File: src/rtl/avalon_s_rr_arbiter_if.sv
// Avalon-MM bundle between NH hosts, the round-robin arbiter and the single shared device.
// slave: the arbiter's view of the bundle; master: the hosts plus the device.
interface avalon_s_rr_arbiter_if #(
  parameter int NH = 2,
  parameter int DW = 32,
  parameter int AW = 32
);
  logic [NH-1:0]                hosts_avn_read;
  logic [NH-1:0]                hosts_avn_write;
  logic [NH-1:0][AW-1:0]        hosts_avn_address;
  logic [NH-1:0][DW/8-1:0]      hosts_avn_byte_enable;
  logic [NH-1:0][DW-1:0]        hosts_avn_writedata;
  logic [NH-1:0][DW-1:0]        hosts_avn_readdata;
  logic [NH-1:0]                hosts_avn_waitrequest;

  logic                         device_avn_read;
  logic                         device_avn_write;
  logic [AW-1:0]                device_avn_address;
  logic [DW/8-1:0]              device_avn_byte_enable;
  logic [DW-1:0]                device_avn_writedata;
  logic [DW-1:0]                device_avn_readdata;
  logic                         device_avn_waitrequest;

  modport slave (
    input  hosts_avn_read, hosts_avn_write, hosts_avn_address,
    input  hosts_avn_byte_enable, hosts_avn_writedata,
    output hosts_avn_readdata, hosts_avn_waitrequest,
    output device_avn_read, device_avn_write, device_avn_address,
    output device_avn_byte_enable, device_avn_writedata,
    input  device_avn_readdata, device_avn_waitrequest
  );

  modport master (
    output hosts_avn_read, hosts_avn_write, hosts_avn_address,
    output hosts_avn_byte_enable, hosts_avn_writedata,
    input  hosts_avn_readdata, hosts_avn_waitrequest,
    input  device_avn_read, device_avn_write, device_avn_address,
    input  device_avn_byte_enable, device_avn_writedata,
    output device_avn_readdata, device_avn_waitrequest
  );
endinterface

File: src/rtl/avalon_s_rr_arbiter.sv
// Round-robin share of one Avalon-MM device among NH hosts; grant 1 cycle after an idle request, >=2 cycles/transfer.
// Only the owner sees the device waitrequest; every other host is stalled with waitrequest high.
module avalon_s_rr_arbiter #(
  parameter int NH = 2,
  parameter int DW = 32,
  parameter int AW = 32
) (
  input logic                  clk,
  input logic                  rst,
  avalon_s_rr_arbiter_if.slave bus
);
  localparam int            GW   = (NH > 1) ? $clog2(NH) : 1;
  localparam logic [GW-1:0] LAST = GW'(NH - 1);

  typedef enum logic {IDLE = 1'b0, GRANT = 1'b1} state_t;

  state_t        state_q, state_d;
  logic [GW-1:0] gnt_q, gnt_d;
  logic [GW-1:0] ptr_q, ptr_d;
  logic [NH-1:0] req;
  logic [GW-1:0] gnt_inc;
  logic [GW-1:0] pick;
  logic          found;

  assign req     = bus.hosts_avn_read | bus.hosts_avn_write;
  assign gnt_inc = (gnt_q == LAST) ? '0 : gnt_q + GW'(1);

  // First requester at or after ptr, wrapping modulo NH.
  always_comb begin : rr_pick
    int            idx;
    logic [GW-1:0] cand;
    idx   = 0;
    cand  = '0;
    found = 1'b0;
    pick  = ptr_q;
    for (int i = 0; i < NH; i++) begin
      idx  = (int'(ptr_q) + i) % NH;
      cand = GW'(idx);
      if (!found && req[cand]) begin
        found = 1'b1;
        pick  = cand;
      end
    end
  end

  always_ff @(posedge clk or negedge rst) begin
    if (!rst) begin
      state_q <= IDLE;
      gnt_q   <= '0;
      ptr_q   <= '0;
    end else begin
      state_q <= state_d;
      gnt_q   <= gnt_d;
      ptr_q   <= ptr_d;
    end
  end

  always_comb begin
    state_d = state_q;
    gnt_d   = gnt_q;
    ptr_d   = ptr_q;
    case (state_q)
      IDLE: begin
        if (found) begin
          state_d = GRANT;
          gnt_d   = pick;
        end
      end
      GRANT: begin
        // Completion and abandonment both release the device and rotate priority.
        if (!req[gnt_q] || !bus.device_avn_waitrequest) begin
          state_d = IDLE;
          ptr_d   = gnt_inc;
        end
      end
      default: state_d = IDLE;
    endcase
  end

  always_comb begin
    bus.device_avn_read        = 1'b0;
    bus.device_avn_write       = 1'b0;
    bus.device_avn_address     = bus.hosts_avn_address[gnt_q];
    bus.device_avn_byte_enable = bus.hosts_avn_byte_enable[gnt_q];
    bus.device_avn_writedata   = bus.hosts_avn_writedata[gnt_q];
    bus.hosts_avn_waitrequest  = '1;
    bus.hosts_avn_readdata     = {NH{bus.device_avn_readdata}};
    if (state_q == GRANT) begin
      bus.device_avn_read              = bus.hosts_avn_read[gnt_q];
      bus.device_avn_write             = bus.hosts_avn_write[gnt_q];
      bus.hosts_avn_waitrequest[gnt_q] = bus.device_avn_waitrequest;
    end
  end
endmodule

File: src/flat_wrapper.sv
// flat-port wrapper written by rule: the top's interface ports become plain ports
module avalon_s_rr_arbiter_flat 
#(
  parameter int NH = 2,
  parameter int DW = 32,
  parameter int AW = 32
)
  (clk, rst, bus_hosts_avn_read, bus_hosts_avn_write, bus_hosts_avn_address, bus_hosts_avn_byte_enable, bus_hosts_avn_writedata, bus_hosts_avn_readdata, bus_hosts_avn_waitrequest, bus_device_avn_read, bus_device_avn_write, bus_device_avn_address, bus_device_avn_byte_enable, bus_device_avn_writedata, bus_device_avn_readdata, bus_device_avn_waitrequest);
  avalon_s_rr_arbiter_if #(.NH(NH), .DW(DW), .AW(AW)) bus_i ();
  input logic clk;
  input logic rst;
  input wire logic [$bits(bus_i.hosts_avn_read)-1:0] bus_hosts_avn_read;
  input wire logic [$bits(bus_i.hosts_avn_write)-1:0] bus_hosts_avn_write;
  input wire logic [$bits(bus_i.hosts_avn_address)-1:0] bus_hosts_avn_address;
  input wire logic [$bits(bus_i.hosts_avn_byte_enable)-1:0] bus_hosts_avn_byte_enable;
  input wire logic [$bits(bus_i.hosts_avn_writedata)-1:0] bus_hosts_avn_writedata;
  output wire logic [$bits(bus_i.hosts_avn_readdata)-1:0] bus_hosts_avn_readdata;
  output wire logic [$bits(bus_i.hosts_avn_waitrequest)-1:0] bus_hosts_avn_waitrequest;
  output wire logic [$bits(bus_i.device_avn_read)-1:0] bus_device_avn_read;
  output wire logic [$bits(bus_i.device_avn_write)-1:0] bus_device_avn_write;
  output wire logic [$bits(bus_i.device_avn_address)-1:0] bus_device_avn_address;
  output wire logic [$bits(bus_i.device_avn_byte_enable)-1:0] bus_device_avn_byte_enable;
  output wire logic [$bits(bus_i.device_avn_writedata)-1:0] bus_device_avn_writedata;
  input wire logic [$bits(bus_i.device_avn_readdata)-1:0] bus_device_avn_readdata;
  input wire logic [$bits(bus_i.device_avn_waitrequest)-1:0] bus_device_avn_waitrequest;
  assign bus_i.hosts_avn_read = bus_hosts_avn_read;
  assign bus_i.hosts_avn_write = bus_hosts_avn_write;
  assign bus_i.hosts_avn_address = bus_hosts_avn_address;
  assign bus_i.hosts_avn_byte_enable = bus_hosts_avn_byte_enable;
  assign bus_i.hosts_avn_writedata = bus_hosts_avn_writedata;
  assign bus_hosts_avn_readdata = bus_i.hosts_avn_readdata;
  assign bus_hosts_avn_waitrequest = bus_i.hosts_avn_waitrequest;
  assign bus_device_avn_read = bus_i.device_avn_read;
  assign bus_device_avn_write = bus_i.device_avn_write;
  assign bus_device_avn_address = bus_i.device_avn_address;
  assign bus_device_avn_byte_enable = bus_i.device_avn_byte_enable;
  assign bus_device_avn_writedata = bus_i.device_avn_writedata;
  assign bus_i.device_avn_readdata = bus_device_avn_readdata;
  assign bus_i.device_avn_waitrequest = bus_device_avn_waitrequest;
  avalon_s_rr_arbiter #(.NH(NH), .DW(DW), .AW(AW)) u_core (.clk(clk), .rst(rst), .bus(bus_i));
endmodule
File: config.mk
export PLATFORM = sky130hd
export DESIGN_NAME = avalon_s_rr_arbiter_flat
export DESIGN_NICKNAME = d
export VERILOG_FILES = /design/src/rtl/avalon_s_rr_arbiter_if.sv /design/src/rtl/avalon_s_rr_arbiter.sv /design/src/flat_wrapper.sv
export SDC_FILE = /design/constraint.sdc
export NUM_CORES = 1
export LEC_CHECK = 0
export ABC_AREA = 0
export CELL_PAD_IN_SITES_DETAIL_PLACEMENT = 1
export CELL_PAD_IN_SITES_GLOBAL_PLACEMENT = 1
export CORE_MARGIN = 2
export CORE_UTILIZATION = 10
export CTS_CLUSTER_SIZE = 16
export DETAILED_ROUTE_END_ITERATION = 8
export PLACE_DENSITY_LB_ADDON = 0.1
export SETUP_SLACK_MARGIN = 0.05
export SYNTH_ARGS = -nofsm -noshare
export SYNTH_HDL_FRONTEND = slang
export SYNTH_SLANG_ARGS = --single-unit
File: constraint.sdc
create_clock -name clk -period 1.1 [get_ports clk]
set_input_delay 0.11 -clock clk [delete_from_list [all_inputs] [get_ports clk]]
set_output_delay 0.11 -clock clk [all_outputs]
set_load 0.005 [all_outputs]
======== Word-level counts from Yosys, hierarchy flattened ========
Index checks and enable logic that the tools add are counted.
cells by class
  add/subtract/negate cells ............... 2
  $lt $le $gt $ge ......................... 4
  muxes and demuxes ....................... 28
  bitwise logic cells ..................... 4
  reductions and logical operators ........ 8
operators by type and width
  operator                                                    count
  2-to-1 mux 32 bit                                           4
  2-to-1 mux 1 bit                                            19
  2-to-1 mux 4 bit                                            2
  less-than comparator 1 x 2 -> 1 bit, second input constant  3
  bitwise OR 2 bit                                            2
  AND reduction 2 bit                                         2
  zero test 1 bit                                             3
  adder 1 bit, second input constant                          2
  logical AND 1 bit                                           2
  2-to-1 mux 2 bit                                            1
  inverter 2 bit                                              1
  one-hot mux 1 bit (2 select lines)                          1
  demux 1 bit (select 1 bit)                                  1
  greater-or-equal comparator 1 bit, second input constant    1
  logical OR 1 bit                                            1
  inverter 1 bit                                              1
word-level totals
  register bits after elaboration ......... 3
  input port bits ......................... 175
  output and inout bits ................... 136
  logic and storage cells ................. 49

======== Longest topological paths before layout ========
  depth in word-level cells ............... 9
  mapped depth ............................ 4
  mapped depth without buffers ............ 2

======== Least setup slack after synthesis ========
OpenSTA, ideal clock, no wires.
  path type ............................... reg-to-output
  start ................................... reg u_core.gnt_q
  end ..................................... out bus_device_avn_byte_enable[0]
  arrival ................................. 1.042 ns
  data required time ...................... 0.990 ns
  setup slack ............................. -0.052 ns
  cell stages (with the launch flop) ...... 5
  buffers on the path ..................... 3
  cell sequence ........................... dfrtp_1 > buf_2 > buf_6 > buf_6 > mux2_4
on the way
  cells in the longest elaborated chain, start to end .. 2
ends and longest elaborated chain
  item                                                 line                       text
  start, declared                                      avalon_s_rr_arbiter.sv:18  logic [GW-1:0] gnt_q, gnt_d;
  start signal, assigned                               avalon_s_rr_arbiter.sv:53  gnt_q <= gnt_d;
  2-to-1 mux 4 bit (not written as such) (2 in a row)  avalon_s_rr_arbiter.sv:84  bus.device_avn_byte_enable = bus.hosts_avn_byte_enable[gnt_q];
  end, declared                                        flat_wrapper.sv:22         output wire logic [$bits(bus_i.device_avn_byte_enable)-1:0] bus_device_avn_byte_enable;
No other way between the ends. The select of a mux whose other input is x is not followed.

======== Worst setup path in the final report ========
  start ................................... reg u_core.gnt_q
  end ..................................... out bus_device_avn_writedata[28]
on the way
  cells in the longest elaborated chain, start to end .. 2
ends and longest elaborated chain
  item                                                  line                       text
  2-to-1 mux 32 bit (not written as such) (2 in a row)  avalon_s_rr_arbiter.sv:85  bus.device_avn_writedata = bus.hosts_avn_writedata[gnt_q];
  end, declared                                         flat_wrapper.sv:23         output wire logic [$bits(bus_i.device_avn_writedata)-1:0] bus_device_avn_writedata;
No other way between the ends. The select of a mux whose other input is x is not followed.

==> results.txt <==
----------------------------------------------------
[Outcome]
  Outcome ... finished, violations left
  Failing checks ... setup timing

[Cells and area]
  Antenna cell count ... 0
  Most frequent standard cell in the layout excluding fill and tap cells ... clkdlybuf4s50_1
  Filler Cell Count ... 1,803
  Share of post-route cells with drive strength above 1 ... 54.8%
  Synth-to-Final Area Change ... 148%
  Total number of nets in the final design ... about 520
  Commonest non-fill, non-tap cells in the layout ... clkdlybuf4s50_1, buf_6, mux2_2

[Power]
  Peak supply drop ... 789 uV
  Part of the power in registers ... 3.3%
  Power Internal ... 4.95 mW
  Switch share ... 30.1%
  Switching Power ... 2.13 mW
  Clock share of power ... 8.4%
  Static leakage ... between 1.5 and 2 nW
  Combinational power share ... 88.3%
  Pwr/cell area ... 1740 nW/um2

[Worst setup path]
  Cell class contributing the biggest share of worst-path delay ... buffers and inverters
  Critical path capture point type ... primary output
  Most Frequent Cell on Critical Path ... buf_12
  Ordered list of cells on the worst path ... buf_12 -> buf_12 -> buf_16 -> buf_12 -> mux2_4 -> buf_6
  Crit Path Category ... reg -> out
  Reg-to-reg critical path endpoint ... u_core.state_q$_DFF_PN0_
  Worst stage delay on the critical path ... 0.49 ns
  CP Data Arrival Time ... roughly 1.7 ns
  Crit path launch type ... flip-flop
  Buffering stage count on the worst path with inverters included ... 5
  Worst-case reg-to-reg path depth ... 7
  Data required, critical path ... 0.99 ns
  Top fanout value on the critical path ... 6
  Reg-to-reg startpoint ... u_core.gnt_q$_DFFE_PN0P_
  Slowest stage cell on the critical path ... dfrtp_4
  Slack of the worst reg-to-reg path ... -0.55 ns

[Flow run]
  Max-cap check violation count ... 0

[STA]
  Final Hold Vio Count ... 0
  Unrepaired setup endpoints after global routing ... true
  Max-slew violations ... 0
  Worst slew margin relative to its limit ... 74.9%
  Maximum clock frequency ... 0.564 GHz
  Worst clock skew on the final layout ... about 0.0046 ns
  Minimum setup slack in the final design ... -0.672 ns
  Final critical delay including setup and external delays ... 1.77 ns
  Fin Hold WS ... 0.0893 ns
  Measured slew at the worst slew-check pin ... 0.375 ns
  Final clock period utilization by the worst path ... 161%
  Final-report setup violation count ... 75
  Total Neg Setup Slack ... -42.05 ns

[Routing]
  Routed Antenna Nets ... 0
  Routed WL ... 8330 um
  Detailed-route DRC error count ... 0
  Number of DRC markers after the initial detailed-route iteration ... 18
  Detailed Routing Iterations Pass 1 ... 3
  Detailed-route via count ... 1,900
  Via-per-instance ratio ... 3.37
  WL/cell ... 14.8 um

[GRT]
  All-layer global routing usage ... 8.72%
  Final global-route overflow total ... 0
  Initial antenna violation count ... 0
  Pin count of the biggest net entering global routing ... 12
  Number of global-route vias before repair ... 2,095
  Global-route wire length before repair ... 11,900 um

[Logic synthesis]
  Mean post-synth cell area ... 10.0 um2
  Most used flip-flop cell after synthesis ... dfrtp_1
  Cell area after technology mapping ... 1640 um2
  Basic-gate share of the synthesized area counting and, or, nand and nor cells ... 4.27%
  Mux share of post-synthesis cell area ... 54.0%
  XOR/XNOR Fraction of Synth Area ... 0%
  Number of enable flip-flop cells after synthesis ... 0
  Sequential share of the synthesized area ... 4.57%
  Warnings, synthesis ... 0
  Share of flip-flops with an asynchronous set or reset ... 100%
  Synth Area in Compound Gates ... 3.58%
  Count of mapped cells out of synthesis ... 164
  Yosys cell types ... 21
  Number of synthesized register bits ... 3
  Net count after synthesis ... 339
  Main combinational cell family by area after synthesis ... multiplexers
  Synth Area in Adders ... 0%

[Place]
  Final GP Congestion ... roughly 0.64
  Half-perimeter wire length of the detailed placement result ... roughly 6200 um
  # port buffers ... 214

[Die]
  Core box area ... 15,900 um2
  Die outline width ... 132 um
  Initial core utilization ... 10.3%
  Area enclosed by the die boundary ... ~17,000 um2
  Io pins ... 311
  Rows ... 46
  Die Y-Extent ... 132 um

[Clock tree]
  CTS Sinks ... 3
  Cts bufs inserted ... 3
  Clock root buffer ... clkbuf_16
  Insertion delay to the later sink of the worst-skew pair ... 0.23 ns
  H-tree depth ... 1
  Largest buffer count on any clock path ... 2
  Clock transition at the registers of the reported paths ... 0.03 ns
  Clock tree from TritonCTS ... built

[Worst hold path]
  Worst hold path type ... in -> async

----------------------------------------------------
## layer usage
layer	GRT usage, %	share of wire [%]	vias up
li1	-	-	876
met1	8.63	36	863
met2	16.8	51	143
met4	2.05	1.5	0
met5	0	0	-
met3	3.54	12	18
## metrics by stage
stage | instances | worst slack, ns | total power [mW] | area [um2] | util (%)
finish | 563 | -0.672 | 7.08 | 4070 | 25.5
global route | 563 | -0.708 | 7.52 | 4070 | 25.5
CTS | 561 | -0.697 | 7.20 | 4050 | 25.4
detailed placement | 531 | -0.570 | 4.83 | 3610 | 22.6
global placement | 531 | -0.565 | 4.83 | 3610 | 22.6
floorplan | 164 | -0.0514 | 2.62 | 1650 | -
## state kept, by name (all words and copies together), names as in the netlist
signal,flops
u_core.ptr_q,1
u_core.gnt_q,1
u_core.state_q,1
## worst max-delay path by stage
stage / start / endpoint / slack (ns) / cells after the start
3_5_place_dp: u_core.gnt_q$_DFFE_PN0P_ / bus_device_avn_address[23] / -0.57 / 3
2_1_floorplan: u_core.gnt_q$_DFFE_PN0P_ / bus_device_avn_byte_enable[0] / -0.05 / 4
3_3_place_gp: u_core.gnt_q$_DFFE_PN0P_ / bus_device_avn_address[23] / -0.57 / 3
5_1_grt: u_core.gnt_q$_DFFE_PN0P_ / bus_device_avn_writedata[24] / -0.71 / 6
6_report: u_core.gnt_q$_DFFE_PN0P_ / bus_device_avn_writedata[28] / -0.67 / 6
4_1_cts: u_core.gnt_q$_DFFE_PN0P_ / bus_device_avn_writedata[28] / -0.70 / 6
## kinds of logic after synthesis
| group | after synthesis |
|---|---|
| buffers and inverters | 73 |
| muxes | 70 |
| DFF | 3 |
| AOI/OAI and AO/OA | 7 |
| and+or+nand+nor | 11 |
## worst reg2reg max path, cell delays in order, from the launching register on
cell	delay [ns]
dfrtp_4	0.49
buf_4	0.15
buf_12	0.12
buf_12	0.12
buf_4	0.13
buf_6	0.11
nor4b_2	0.32
nor4_2	0.08
## power groups by stage
| stage | Combinational, mW | Sequential (mW) | Clock, mW |
|---|---|---|---|
| finish | 6.25 | 0.232 | 0.596 |
| global route | 6.67 | 0.239 | 0.618 |
| CTS | 6.37 | 0.241 | 0.597 |
| floorplan | 2.43 | 0.186 | 0 |
| global placement | 4.58 | 0.244 | 0 |
| detailed placement | 4.58 | 0.247 | 0 |
## what timing repair did
action	in CTS	in global routing
pin swaps	2	2
hold buffers	0	0
setup endpoints to repair	75	75
resized for setup	328	28
cloned	6	1
buffers inserted	20	6
## final cells by class
| type | count | area, um2 | share of cell area, % |
|---|---|---|---|
| flip-flops and latches | 3 | 78.8 | 1.94 |
| clock buffers | 4 | 78.8 | 1.94 |
| repair buffers | 252 | 2570 | 63.1 |
| multi-input cells | 88 | 1080 | 26.4 |
| well taps | 216 | 270 | 6.64 |
## synthesized netlist by cell type, types with 2 or more instances
master,number,area (um2)
nor2b_1,4,25.0
mux2i_1,2,20.0
mux2_2,41,462
buf_4,64,480
buf_2,5,25.0
mux2_4,27,405
buf_6,4,45.0
nor4_1,2,12.5
dfrtp_1,3,75.1
Note: power is estimated with default switching activity, not from simulation.
